`config.mk`:
```
export PLATFORM = sky130hd
export DESIGN_NAME = mul_sequencer
export DESIGN_NICKNAME = d
export VERILOG_FILES = /design/src/rtl/mul_seq_pkg.sv /design/src/rtl/mul_shift_add_dp.sv /design/src/rtl/mul_sequencer.sv
export SDC_FILE = /design/constraint.sdc
export NUM_CORES = 1
export LEC_CHECK = 0
export ABC_AREA = 1
export BUFFER_PORTS_ARGS = -buffer_cell sky130_fd_sc_hd__buf_2
export CAP_MARGIN = 15
export CORE_MARGIN = 4
export CORE_UTILIZATION = 50
export CTS_BUF_LIST = sky130_fd_sc_hd__clkbuf_2
export DETAILED_ROUTE_END_ITERATION = 8
export PLACE_DENSITY = 0.8
export SLEW_MARGIN = 10
export SYNTH_ARGS = -nofsm -noshare
export SYNTH_HDL_FRONTEND = slang
export SYNTH_HIERARCHICAL = 1
export SYNTH_SLANG_ARGS = --single-unit
```
`constraint.sdc`:
```
create_clock -name CLK -period 2.3 [get_ports CLK]
set_clock_uncertainty 0.15 [all_clocks]
set_input_delay 0.575 -clock CLK [delete_from_list [all_inputs] [get_ports CLK]]
set_output_delay 0.575 -clock CLK [all_outputs]
set_load 0.01 [all_outputs]
```
`src/rtl/mul_seq_pkg.sv`:
```
// Shared types and sizing for the shift-and-add multiply sequencer.
// Optional feature macro: MUL_EARLY_EXIT_EN (early termination once the multiplier runs out of set bits).
package mul_seq_pkg;

    localparam int unsigned DEFAULT_WIDTH = 8;

    typedef enum logic [1:0] {
        IDLE   = 2'd0,
        RUN    = 2'd1,
        FINISH = 2'd2
    } state_t;

    // Counter must be able to hold WIDTH itself, hence WIDTH+1 codes.
    function automatic int unsigned cnt_width(input int unsigned width);
        return $clog2(width + 1);
    endfunction

    localparam int unsigned DEFAULT_CNT_WIDTH = cnt_width(DEFAULT_WIDTH);

endpackage

```
`src/rtl/mul_shift_add_dp.sv`:
```
// Datapath for the multiply sequencer: multiplicand/multiplier/accumulator
// registers with a single 2*WIDTH adder, driven by load/step strobes.
module mul_shift_add_dp
    import mul_seq_pkg::*;
#(
    parameter int unsigned WIDTH = DEFAULT_WIDTH
) (
    input  logic               clk,
    input  logic               rst,
    input  logic               load,
    input  logic               step,
    input  logic [WIDTH-1:0]   multiplicand,
    input  logic [WIDTH-1:0]   multiplier,
    output logic [2*WIDTH-1:0] acc_next,
    output logic               mp_shift_zero
);

    logic [2*WIDTH-1:0] mc;
    logic [WIDTH-1:0]   mp;
    logic [2*WIDTH-1:0] acc;

    // NOTE: acc_next gets its default before the conditional so no latch is inferred.
    always_comb begin
        acc_next = acc;
        if (mp[0]) begin
            acc_next = acc + mc;
        end
    end

    assign mp_shift_zero = ((mp >> 1) == '0);

    // NOTE: register state uses non-blocking assignments so every update sees pre-edge values.
    always_ff @(posedge clk or posedge rst) begin
        if (rst) begin
            mc  <= '0;
            mp  <= '0;
            acc <= '0;
        end else if (load) begin
            mc  <= {{WIDTH{1'b0}}, multiplicand};
            mp  <= multiplier;
            acc <= '0;
        end else if (step) begin
            acc <= acc_next;
            mc  <= mc << 1;
            mp  <= mp >> 1;
        end
    end

endmodule

```
`src/rtl/mul_sequencer.sv`:
```
// Multi-cycle unsigned multiply controller: FSM, stall and done logic around mul_shift_add_dp.
// Define MUL_EARLY_EXIT_EN to finish as soon as the remaining multiplier bits are all zero.
module mul_sequencer
    import mul_seq_pkg::*;
#(
    parameter int unsigned WIDTH = DEFAULT_WIDTH
) (
    input  logic             CLK,
    input  logic             RESET,
    input  logic             START,
    input  logic [WIDTH-1:0] OPERAND1,
    input  logic [WIDTH-1:0] OPERAND2,
    output logic             BUSY,
    output logic             DONE,
    output logic [WIDTH-1:0] RESULT,
    output logic [WIDTH-1:0] RESULT_HI,
    output logic             STALL
);

    localparam int unsigned     CNT_W    = cnt_width(WIDTH);
    localparam logic [CNT_W-1:0] LAST_CNT = CNT_W'(WIDTH - 1);

`ifdef MUL_EARLY_EXIT_EN
    localparam bit EARLY_EXIT = 1'b1;
`else
    localparam bit EARLY_EXIT = 1'b0;
`endif

    state_t             state;
    logic [CNT_W-1:0]   cnt;
    logic               load;
    logic               step;
    logic               last_iter;
    logic               skip_run;
    logic               mp_shift_zero;
    logic [2*WIDTH-1:0] acc_next;

    assign load      = (state == IDLE) && START;
    assign step      = (state == RUN);
    assign last_iter = (cnt == LAST_CNT) || (EARLY_EXIT && mp_shift_zero);
    assign skip_run  = EARLY_EXIT && (OPERAND2 == '0);

    assign STALL = load || (state == RUN);

    mul_shift_add_dp #(
        .WIDTH(WIDTH)
    ) u_dp (
        .clk          (CLK),
        .rst          (RESET),
        .load         (load),
        .step         (step),
        .multiplicand (OPERAND1),
        .multiplier   (OPERAND2),
        .acc_next     (acc_next),
        .mp_shift_zero(mp_shift_zero)
    );

    // The product registers only change on entry to FINISH, so RESULT stays
    // stable for the CPU across the whole of the next multiply.
    always_ff @(posedge CLK or posedge RESET) begin
        if (RESET) begin
            state     <= IDLE;
            cnt       <= '0;
            BUSY      <= 1'b0;
            DONE      <= 1'b0;
            RESULT    <= '0;
            RESULT_HI <= '0;
        end else begin
            case (state)
                IDLE: begin
                    DONE <= 1'b0;
                    if (START) begin
                        cnt <= '0;
                        if (skip_run) begin
                            state     <= FINISH;
                            DONE      <= 1'b1;
                            RESULT    <= '0;
                            RESULT_HI <= '0;
                        end else begin
                            state <= RUN;
                            BUSY  <= 1'b1;
                        end
                    end
                end
                RUN: begin
                    cnt <= cnt + CNT_W'(1);
                    if (last_iter) begin
                        state                 <= FINISH;
                        BUSY                  <= 1'b0;
                        DONE                  <= 1'b1;
                        {RESULT_HI, RESULT}   <= acc_next;
                    end
                end
                FINISH: begin
                    state <= IDLE;
                    DONE  <= 1'b0;
                end
                default: begin
                    state <= IDLE;
                    BUSY  <= 1'b0;
                    DONE  <= 1'b0;
                end
            endcase
        end
    end

endmodule

```
### Word level (Yosys, flattened, before mapping)

Index checks and enable logic that the tools add are counted.

* bits in registers: 64
* bits in latches: 0
* memory bits (writable): 0
* memory bits (read-only): 0
* input port bits: 19
* memories kept: 0

* add/sub/neg operators: 2
* multiply operators: 0
* divide/modulo/power cells: 0
* magnitude comparators: 0
* equal/unequal tests: 5
* shifts and indexed selects: 0
* muxes and demuxes: 17
* bitwise gates (word level): 1
* reductions and logical operators: 9

Operators with widths (count)
* $mux 16: 5
* $add 16x16->16: 1
* $mux 8: 2
* $pmux 4 s2: 1
* $reduce_and 2->1: 3
* $add 4x1->4 const B: 1
* $eq 4x3->1 const B: 1
* $mux 1: 4
* $mux 2: 2
* $mux 4: 1
* $pmux 2 s2: 1
* $reduce_bool 2->1: 2
* $pmux 1 s3: 1
* $reduce_and 3->1: 1
* $eq 2x1->1 const B: 1
* $eq 2x2->1 const B: 1
* $logic_not 2->1: 1
* $ne 2x1->1 const B: 1
* $ne 2x2->1 const B: 1
* $logic_and 1x1->1: 1
* $logic_or 1x1->1: 1
* $not 1->1: 1

### Longest topological paths before layout

* depth after elaboration: 4
* depth in mapped cells: 13

### By module

The synthesis kept the hierarchy.

By module, submodules not included
* mul_shift_add_dp: instances 1, cells an instance 385, area each 2743.9 um^2
* mul_sequencer: instances 1, cells an instance 113, area each 994.7 um^2

### Worst setup path before layout

No wires, ideal clock.

* path type: register -> register
* from: reg u_dp.mc[0]
* to: reg RESULT_HI[6]
* arrival: 1726 ps
* required time: 2034 ps
* slack: 307 ps
* cell stages (with the launch flop): 14
* period minus slack after synthesis: 1993 ps
* cell sequence: dfrtp_1 ha_1 fa_1 nand2_1 nand2_1 nand3b_4 nand2_2 nand2_1 nand2_1 nand2_1 nand3_1 and2_1 nand2_1 nand2_1

* word-level cells in the longest chain between the ends: 2

RTL lines
* from (decl): RTL line mul_shift_add_dp.sv:18 `logic [2*WIDTH-1:0] mc;`
* from (signal assigned): RTL line mul_shift_add_dp.sv:39 `mc <= {{WIDTH{1'b0}}, multiplicand};`
* from (signal assigned): RTL line mul_shift_add_dp.sv:44 `mc <= mc << 1;`
* $add 16x16->16: RTL line mul_shift_add_dp.sv:26 `acc_next = acc + mc;`
* $mux 16: RTL line mul_shift_add_dp.sv:25 `if (mp[0]) begin`
* net acc_next[14]: RTL line mul_sequencer.sv:36 `logic [2*WIDTH-1:0] acc_next;`
* to (signal assigned): RTL line mul_sequencer.sv:91 `{RESULT_HI, RESULT} <= acc_next;`
* to (decl): RTL line mul_sequencer.sv:16 `output logic [WIDTH-1:0] RESULT_HI,`

The timed path passes the listed nets, and every way through them passes these cells.
A chain may end at the register's enable or synchronous reset.

### Final worst setup path

* from: reg u_dp.mc[0]
* to: reg RESULT_HI[4]

Same word-level chain as after synthesis.

==> results.md <==
* CTS H-tree lvls at 3
* Synthesized area per cell at 7.51 µm²
* Top delay family on crit path: simple AND/OR/NAND/NOR gates
* PortBufs at 37
* Ys Warns at 6
* Worst hold path type: input pin to flop
* Layout cells sized above 1 at 16.9%
* Final instance area at approximately 4200 µm²
* Initial antenna violation count at 0
* Drt total wl at 8150 µm
* Crit path buf inv count at 0
* DR pass1 iterations at 6
* GPL Wtd Cong at 0.939
* Worst-Margin Slew at approximately 720 ps
* Total gr overflow at 0
* Die Height at around 94 µm
* CP max FO at 3
* Core ar. at around 7300 µm²
* Largest net degree at the start of global routing at 41
* Placed wire-length estimate at 6040 µm
* Final period utilization at ~94%
* Pwr/cell area at ~1600 nW/µm²
* Critical Path RT at around 2500 ps
* WL per Instance at ~13 µm
* Startpoint types: flop
* Vias per cell at 4.94
* Final setup fails at 0
* Die area at between 8000 and 9000 µm²
* Initial DRC count at 170
* Critical Path End Type: flop
* Die width at roughly 94 µm
* DP Area at 4010 µm²
* LEAKAGE at between 2 and 2.5 nW
* Maximum root-to-sink buffer count at 2
* Slew HR at approximately half
* Mapped Cells at 496
* Critical path type: flop to flop
* Post-route setup TNS at 0 ps
* Worst-Skew Late Latency at about 480 ps
* Row count at 31
* Gr usage total at between 20% and 30%
* Clock root buffer: clkbuf_2
* Vias in the first global route at ~3100
* Initial core utilization at about half
* Total Power at about 6.5 mW
* Antenna-violating nets left at 0
* Worst path slowest cell: dfrtp_1
* Syn_nets at between 500 and 600
* Post-route DRC violation count at 0
* Fmax at 463 MHz
* Fin. Hold Viols at 0
* Mapped Area at 3730 µm²
* Max-Cap Viols at 0
* Nets@finish at around 580
* Crit-path cells: ha_2 -> fa_2 -> nand3_1 -> nand3_2 -> nand2_1 -> nand2_1 -> nand2_1 -> nand2_1 -> nand2_1 -> nand3_1 -> and2_1 -> nand2_1 -> nand2_1
* Pins over their slew limit at 0
* CTS tree: yes
* Global-route wire length before repair at approximately 14000 µm
* Worst path max stage delay at 420 ps
* Worst-path clk slew at between 150 and 200 ps
* Worst path arrival time at 2400 ps
* Layout area overhead at 12.0%
* Via count at between 3000 and 4000
* Num Clock Sinks at between 60 and 70
* Num CTS Buffers at 9
* Max VDD drop at ~0.50 mV
* Min Tclk post-route at about 2200 ps
* # IOs at 38
* Status: finished clean
* Layout Utilization at between 50 and 60%
* Antenna cell count at 0
* CP most frequent cell: nand2_1
worst paths after layout:
kind | depth (start not counted) | endpoint | slack (ps) | start
worst min-delay path | 3 | u_dp/mc[0] | 140 | OPERAND1[0]
worst min register to register | 2 | RESULT_HI[6] | 340 | RESULT_HI[6]
worst max-delay path | 13 | RESULT_HI[4] | 140 | u_dp/mc[0]
min in group asynchronous | 4 | cnt[1] | 520 | RESET
max in group asynchronous | 4 | u_dp/mc[10] | 1010 | RESET
worst max register to register | 13 | RESULT_HI[4] | 140 | u_dp/mc[0]
cell type report:
cell class              count  area (µm²)
multi-input cells         348        1790
clock inverters             5        72.6
clock buffers              10        50.0
well taps                  99         124
repair buffers             47         263
inverters                  71         267
fillers                   715        3080
flip-flops and latches     64        1600
per-layer routing:
layer / GRT usage (%) / wire length (µm) / up-vias
met4: 7.46 / 144 / 0
met2: 31.5 / 3720 / 56
met1: 28.0 / 4020 / 1468
li1: - / - / 1647
met3: 3.77 / 265 / 13
met5: 0 / 0 / -
per-stage QoR:
step           hold slack, ps  setup WS (ps)  cells
2_1_floorplan             317            307    496
4_1_cts                  98.5           74.6    642
3_5_place_dp              311            110    626
6_report                  138            142    644
3_3_place_gp              307            160    626
5_1_grt                  77.4          -28.9    644
report_power, final:
group | switching [mW] | total (mW) | internal (mW) | leakage, nW
clock | 0.388 | 0.739 | 0.351 | 0.0768
combinational | 2.31 | 3.73 | 1.43 | 1.43
sequential | 0.386 | 2.03 | 1.64 | 0.796
total | 3.08 | 6.50 | 3.42 | 2.30
registers in the layout (all words and copies together), names as in the netlist:
| signal | flops |
|---|---|
| u_dp/acc | 16 |
| u_dp/mc | 16 |
| u_dp/mp | 8 |
| DONE | 1 |
| state | 2 |
| RESULT_HI | 8 |
| cnt | 4 |
| RESULT | 8 |
| BUSY | 1 |
tightest hold or removal path: stages:
cell	delay, ps
buf_2	70
nand2_1	40
o21ai_0	60
what timing repair did:
| action | in CTS | in global routing |
|---|---|---|
| resized for setup | 0 | 4 |
| endpoints found under the setup margin | 0 | 6 |
| hold buffers | 1 | 0 |
| endpoints found under the hold margin | 24 | 0 |
| setup buffers | 0 | 2 |
cells in the final DEF, fill, tap and decap left out, types with 8 or more instances in the layout:
master,instances
a21oi_1,18
nand2_1,176
dfrtp_1,64
o21ai_0,18
nand3_1,29
nor2_1,19
nand2_2,8
inv_1,68
ha_1,15
o22ai_1,13
buf_2,37
and2_1,10
buf_4,9
clkbuf_2,10
Note: power is estimated with default switching activity, not from simulation.
